===== config.mk =====
export PLATFORM = sky130hd
export DESIGN_NAME = booth_mult_arbiter
export DESIGN_NICKNAME = d
export VERILOG_FILES = /design/src/rtl/booth_mult_arbiter.sv
export SDC_FILE = /design/constraint.sdc
export NUM_CORES = 1
export LEC_CHECK = 0
export ABC_AREA = 1
export ABC_CLOCK_PERIOD_IN_PS = 1700
export BUFFER_PORTS_ARGS = -buffer_cell sky130_fd_sc_hd__buf_2
export CAP_MARGIN = 20
export CELL_PAD_IN_SITES_DETAIL_PLACEMENT = 0
export CELL_PAD_IN_SITES_GLOBAL_PLACEMENT = 1
export CORE_ASPECT_RATIO = 0.5
export CORE_UTILIZATION = 29
export CTS_BUF_LIST = sky130_fd_sc_hd__clkbuf_16
export DETAILED_ROUTE_END_ITERATION = 8
export PLACE_DENSITY = 0.83
export SYNTH_ARGS = -nofsm -noshare
export SYNTH_HDL_FRONTEND = slang
export SYNTH_SLANG_ARGS = --single-unit

===== constraint.sdc =====
create_clock -name clk -period 1.7 [get_ports clk]
set_input_delay 0 -clock clk [delete_from_list [all_inputs] [get_ports clk]]
set_output_delay 0 -clock clk [all_outputs]
set_load 0.05 [all_outputs]

===== src/rtl/booth_mult_arbiter.sv =====
// Round-robin front end that time-shares one iterative Booth multiplier.
// Launches operands, waits on mul_done with a watchdog, returns the product.
module booth_mult_arbiter #(
  parameter int NREQ    = 4,
  parameter int WIDTH   = 8,
  parameter int TIMEOUT = 15,
  parameter int IDW     = (NREQ > 1) ? $clog2(NREQ) : 1
) (
  input  logic                  clk,
  input  logic                  rst_n,
  input  logic [NREQ-1:0]       req_valid,
  output logic [NREQ-1:0]       req_ready,
  input  logic [NREQ*WIDTH-1:0] req_a,
  input  logic [NREQ*WIDTH-1:0] req_b,
  output logic [NREQ-1:0]       resp_valid,
  input  logic [NREQ-1:0]       resp_ready,
  output logic [2*WIDTH-1:0]    resp_result,
  output logic                  resp_err,
  output logic [IDW-1:0]        grant_id,
  output logic                  busy,
  output logic                  mul_start,
  output logic [WIDTH-1:0]      mul_a,
  output logic [WIDTH-1:0]      mul_b,
  input  logic                  mul_done,
  input  logic [2*WIDTH-1:0]    mul_result
);

  localparam int WDW = $clog2(TIMEOUT + 1);
  localparam logic [NREQ-1:0] ONE = {{(NREQ-1){1'b0}}, 1'b1};

  typedef enum logic [1:0] {
    IDLE,
    ISSUE,
    WAIT,
    RESP
  } state_t;

  state_t         state;
  logic [IDW-1:0] rr_ptr;
  logic [WDW-1:0] wdog;
  logic           any_req;
  logic [IDW-1:0] win;
  logic [IDW:0]   scan;

  // Scan starts at rr_ptr and wraps modulo NREQ.
  always_comb begin
    any_req = 1'b0;
    win     = '0;
    scan    = '0;
    for (int i = 0; i < NREQ; i++) begin
      scan = {1'b0, rr_ptr} + (IDW+1)'(i);
      if (scan >= (IDW+1)'(NREQ)) scan = scan - (IDW+1)'(NREQ);
      if (!any_req && req_valid[scan[IDW-1:0]]) begin
        any_req = 1'b1;
        win     = scan[IDW-1:0];
      end
    end
  end

  assign req_ready  = (state == IDLE && any_req) ? (ONE << win) : '0;
  assign resp_valid = (state == RESP) ? (ONE << grant_id) : '0;
  assign busy       = (state != IDLE);

  always_ff @(posedge clk or negedge rst_n) begin
    if (!rst_n) begin
      state       <= IDLE;
      rr_ptr      <= '0;
      wdog        <= '0;
      grant_id    <= '0;
      mul_start   <= 1'b0;
      mul_a       <= '0;
      mul_b       <= '0;
      resp_result <= '0;
      resp_err    <= 1'b0;
    end else begin
      mul_start <= 1'b0;
      unique case (state)
        IDLE: begin
          if (any_req) begin
            mul_a     <= req_a[int'(win)*WIDTH +: WIDTH];
            mul_b     <= req_b[int'(win)*WIDTH +: WIDTH];
            grant_id  <= win;
            mul_start <= 1'b1;
            state     <= ISSUE;
          end
        end
        ISSUE: begin
          wdog  <= '0;
          state <= WAIT;
        end
        WAIT: begin
          // A completion in the final watchdog cycle still counts.
          if (mul_done) begin
            resp_result <= mul_result;
            resp_err    <= 1'b0;
            state       <= RESP;
          end else if (wdog == WDW'(TIMEOUT - 1)) begin
            resp_result <= '0;
            resp_err    <= 1'b1;
            state       <= RESP;
          end else begin
            wdog <= wdog + 1'b1;
          end
        end
        RESP: begin
          if (resp_ready[grant_id]) begin
            rr_ptr <= (grant_id == IDW'(NREQ - 1)) ? '0
                    : grant_id + 1'b1;
            state  <= IDLE;
          end
        end
        default: state <= IDLE;
      endcase
    end
  end

endmodule


---- After elaboration in Yosys (flattened, before gate mapping) ----
Cells that the tools add are included.
cells by class
  shift operators ......................... 4
  $add $sub $neg .......................... 9
  magnitude comparators ................... 9
  multiplexer cells ....................... 39
  reductions and logical operators ........ 16
  equality and inequality tests ........... 10
operators with widths
  cell                                                               number
  variable part select 32 x 6 -> 8 bit                               2
  2-to-1 mux 16 bit                                                  2
  2-to-1 mux 2 bit                                                   13
  2-to-1 mux 4 bit                                                   4
  less-than comparator 2 x 3 -> 1 bit, second input constant         5
  2-to-1 mux 1 bit                                                   13
  binary-select mux 1 bit (select 2 bit)                             5
  greater-or-equal comparator 3 bit, second input constant           3
  case mux 2 bit (4 select lines)                                    1
  case mux 4 bit (2 select lines)                                    1
  << shifter 1 x 2 -> 4 bit, first input constant                    2
  subtractor 2 x 1 -> 2 bit, second input constant                   4
  adder 2 x 2 -> 3 bit, second input constant                        2
  == test 2 bit, second input constant                               3
  inequality test 2 bit, second input constant                       3
  AND reduction 2 bit                                                3
  AND reduction 3 bit                                                2
  nonzero test 2 bit                                                 3
  adder 4 x 1 -> 4 bit, second input constant                        1
  == test 4 bit, second input constant                               1
  logical AND 1 bit                                                  4
  adder 2 x 1 -> 3 bit, second input constant                        1
  greater-or-equal comparator 2 x 3 -> 1 bit, second input constant  1
  logical NOT 1 bit                                                  3
  other kinds (5)                                                    5
storage, ports and cells
  input bits .............................. 91
  output and inout port bits .............. 45
  register bits after elaboration ......... 44
  logic and storage cells ................. 96

---- Longest topological paths before layout ----
  word-level depth ........................ 16
  mapped depth ............................ 15
  depth with buffers taken out ............ 13

---- Worst setup path after synthesis ----
OpenSTA, ideal clock, no wires.
  kind .................................... flip-flop to output port
  start point ............................. register rr_ptr[0]
  end point ............................... output port req_ready[2]
  data required time ...................... 1.700 ns
  cell stages (with the launch flop) ...... 12
  data arrival time ....................... 2.386 ns
  path buffers ............................ 2
  path slack .............................. -0.686 ns
  cells stage by stage .................... dfrtp_1 -> buf_4 -> nand2_1 -> nand2_2 -> nand2_1 -> nand2_1 -> nor2_4 -> nand3_1 -> nand3_2 -> inv_2 -> buf_4 -> nor3_1
on the way
  longest elaborated chain between the ends .. 16
  elaborated cells between the ends (all ways) .. 40
  classes of those cells .................. 7 x add/sub; 4 x order compare; 1 x shift; 21 x mux; 7 x reduce/logical
RTL lines
  what                                                                           line  RTL
  from (decl)                                                                    39    logic [IDW-1:0] rr_ptr;
  from (signal assigned)                                                         107   rr_ptr <= (grant_id == IDW'(NREQ - 1)) ? '0
  parallel branches: the longest is 15 deep, another holds adder 2 x 1 -> 3 bit  n/a
  2-to-1 mux 4 bit *                                                             60    assign req_ready = (state == IDLE && any_req) ? (ONE << win) : '0;
  to (decl)                                                                      12    output logic [NREQ-1:0] req_ready,
Mark *: on every way between the ends. The select of a mux whose other input is x is not followed.

---- Worst setup path in the final report ----
  start point ............................. register rr_ptr[1]
  end point ............................... output port req_ready[2]
Same word-level chain as after synthesis.

==> impl_metrics.py <==
metrics = {
    "status": {
        "status": "finished with violations",
        "violations": "negative setup slack",
    },
    "critical_path": {
        "end_kind": "output pin",
        "r2r_start": "rr_ptr[1]$_DFFE_PN0P_",
        "critPathMaxStageDelay_ns": 0.46,
        "slowest_stage": "dfrtp_1",
        "path_cells": "inv_2 -> nand2_1 -> nand2_2 -> nand2_1 -> nand2_2 -> nor2_4 -> nand3_2 -> nand3_4 -> inv_2 -> buf_12 -> nor3_4 -> buf_6",
        "cp_max_fo": 11,
        "critPathBufInv": 4,
        "critPathKind": "reg2out",
        "cp.arrival_ns": 2.09,
        "path_delay_family": "simple AND/OR/NAND/NOR gates",
        "start_kind": "flop",
        "worst_ep_required_time_ns": 1.70,
        "crit_start": "rr_ptr[1]$_DFFE_PN0P_",
    },
    "clocking": {
        "cts_max_path_buffers": 2,
        "cts_made_buffers": 5,
        "insertion_delay_ns": 0.29,
        "cts_root_buf": "clkbuf_16",
        "tritoncts": "built",
        "cts_max_level": 2,
        "clkSinkCount": 44,
        "path_clk_slew_ns": 0.07,
    },
    "timing": {
        "slew_violations": 0,
        "rsz0062_at_grt": "yes",
        "setup_viol": 25,
        "period_needed_ns": 2.09,
        "period_share_pct": 123,
        "hold_viol": 0,
        "worst_pin_slew_ns": 0.570,
        "max-slew-margin-rel_pct": 62.0,
        "fmax_ghz": 0.479,
        "worst_slack_ns": -0.390,
        "fin_skew_ns": 0.00735,
    },
    "layout": {
        "n_fill_cell": 812,
        "seq_area_mm2": 0.00110,
        "area_delta_synth_final_pct": 72.9,
        "drive_above_1_share_pct": 49.5,
        "multi_input_area_mm2": 0.00177,
        "nets": 655,
        "design_area_mm2": 0.00477,
        "antennaDiodeCount": 0,
    },
    "synth": {
        "yosysTopAreaCell": "dfrtp_1",
        "synth_cells": 364,
        "synth_fp_nets": 466,
        "yosysWarnings": 0,
        "avgSynthCellArea_um2": 7.58,
        "yosysTopAreaCellShare_pct": 39.9,
        "seq_area_frac_synth_pct": 39.9,
        "synth.distinct_cells": 27,
        "netlist_top_cells_area": "dfrtp_1, nand3_1, nand2_1",
        "netlist_area_mm2": 0.00276,
        "ys_seq_elements": 44,
    },
    "detailed_routing": {
        "drtIter0Drc": 149,
        "postRouteAntennaNets": 0,
        "wl_per_cell_um": 14.6,
        "vias": 3237,
        "routed_via_density": 4.82,
        "finalWirelength_um": 9770,
        "drc": 0,
        "first_pass_iters": 4,
    },
    "global_routing": {
        "grt_pass1_wl_um": 15700,
        "grt_max_degree": 23,
        "gr-total-overflow": 0,
        "first_global_vias": 3235,
        "gr-usage-all-layers_pct": 20.3,
        "antenna_found_initial": 0,
    },
    "placed_design": {
        "hpwlAfterDp_um": 6320,
        "routabilityCongestion": 0.867,
        "place_area_mm2": 0.00374,
        "io_buffers": 135,
    },
    "floorplanning": {
        "pin_count": 136,
        "die_h_um": 71.0,
        "start_util_pct": 30.7,
        "rows": 24,
        "die-area_mm2": 0.00993,
        "die_w_um": 140,
        "core_region_area_mm2": 0.00898,
    },
    "worst_hold_path": {
        "hp-class": "in2reg",
        "hp-start": "req_b[16]",
    },
    "job": {
        "maxCapViolCount": 0,
    },
}
==> what timing repair did <==
| action | in CTS | in global routing |
|---|---|---|
| setup endpoints to repair | 25 | 26 |
| hold buffers | 17 | 0 |
| gates cloned | 5 | 1 |
| hold endpoints to repair | 36 | 0 |
| pin swaps | 52 | 20 |
| resized for setup | 75 | 30 |
| buffers inserted | 11 | 6 |
==> logic make-up after synthesis <==
logic type               count (synthesis)  synth area share [%]
AND/OR/NAND/NOR                        228                  37.4
adder cells (fa/ha/maj)                 11                  4.99
buffers and inverters                   48                  9.12
flip-flops                              44                  39.9
AO/OA/AOI/OAI                           33                  8.62
==> cell usage after synthesis <==
cell type / instances
o21ai_0: 5
o211ai_1: 1
nor2_4: 1
and3_1: 1
a31o_2: 1
nand3_1: 89
buf_4: 5
nand2_2: 3
nand3_4: 2
clkbuf_1: 2
a22o_1: 16
inv_2: 5
nor2_1: 12
a32o_1: 1
ha_1: 11
o22ai_1: 1
a21oi_1: 6
nand2_1: 114
o21ai_1: 2
buf_6: 6
nand2_4: 1
inv_1: 23
clkinv_1: 1
dfrtp_1: 44
buf_2: 6
nor3_1: 4
nand3_2: 1
==> metrics by stage <==
stage | setup slack [ns] | hold WS, ns | setup TNS [ns] | util, % | std cells
2_1_floorplan | -0.0380 | -0.296 | -0.0892 | - | 364
3_3_place_gp | -0.158 | 0.0104 | -2.49 | 41.7 | 624
3_5_place_dp | -0.239 | 0.0264 | -4.53 | 41.7 | 624
4_1_cts | -0.369 | 0.0283 | -5.35 | 51.1 | 665
5_1_grt | -0.541 | 0.0416 | -9.24 | 53.1 | 671
6_report | -0.390 | 0.0342 | -5.48 | 53.1 | 671
==> final timing paths <==
| check | slack (ns) | cells past startpoint | end |
|---|---|---|---|
| worst max-delay path | -0.39 | 12 | req_ready[2] |
| max in group asynchronous | 0.86 | 3 | resp_result[8]$_DFFE_PN0P_ |
| worst min register to register | 0.47 | 2 | mul_a[4]$_DFFE_PN0P_ |
| worst max register to register | -0.25 | 13 | mul_b[2]$_DFFE_PN0P_ |
| min in group asynchronous | 0.23 | 2 | mul_b[2]$_DFFE_PN0P_ |
| worst min-delay path | 0.03 | 5 | mul_b[0]$_DFFE_PN0P_ |
==> flip-flops by register name, indices dropped and copies added, names as in the netlist <==
name and flops:
resp_result 16, mul_a 8, mul_b 8, wdog 4, grant_id 2, rr_ptr 2, state 2, mul_start 1
resp_err 1
==> layout by cell type, fill, tap and decap left out, drive strengths merged <==
cell,n
a31o,1
o211ai,1
buf,182
ha,11
clkinvlp,2
nor3,4
clkinv,1
dlygate4sd3,17
a22o,16
bufinv,1
dfrtp,44
and3,1
clkbuf,6
nor2,13
a32o,1
o22ai,1
o21ai,7
nand3,92
inv,29
a21oi,6
nand2,118
==> layer usage <==
metal  global-route usage [%]  vias up  routed length, um
li1                         -     1594                  -
met1                     24.0     1545               4140
met2                     36.9       81               5030
met3                     4.33       17                447
met4                     7.20        0                161
met5                        0        -                  0
==> cell type report <==
class	count	area share, %
clock buffers	5	2.62
clock inverters	3	0.970
inverters	29	2.44
multi-input cells	272	37.1
flip-flops and latches	44	23.1
well taps	117	3.07
repair buffers	200	30.6
repair inverters	1	0.157
==> worst register-to-register path, delay by kind of cell, from the launching register on <==
family,cells,cell delay (ns)
DFF,1,0.46
and+or+nand+nor,10,0.95
buffers and inverters,3,0.44
Power is not shown: default switching activity piles up to over one toggle a cycle in this logic, so the estimate is an artifact.
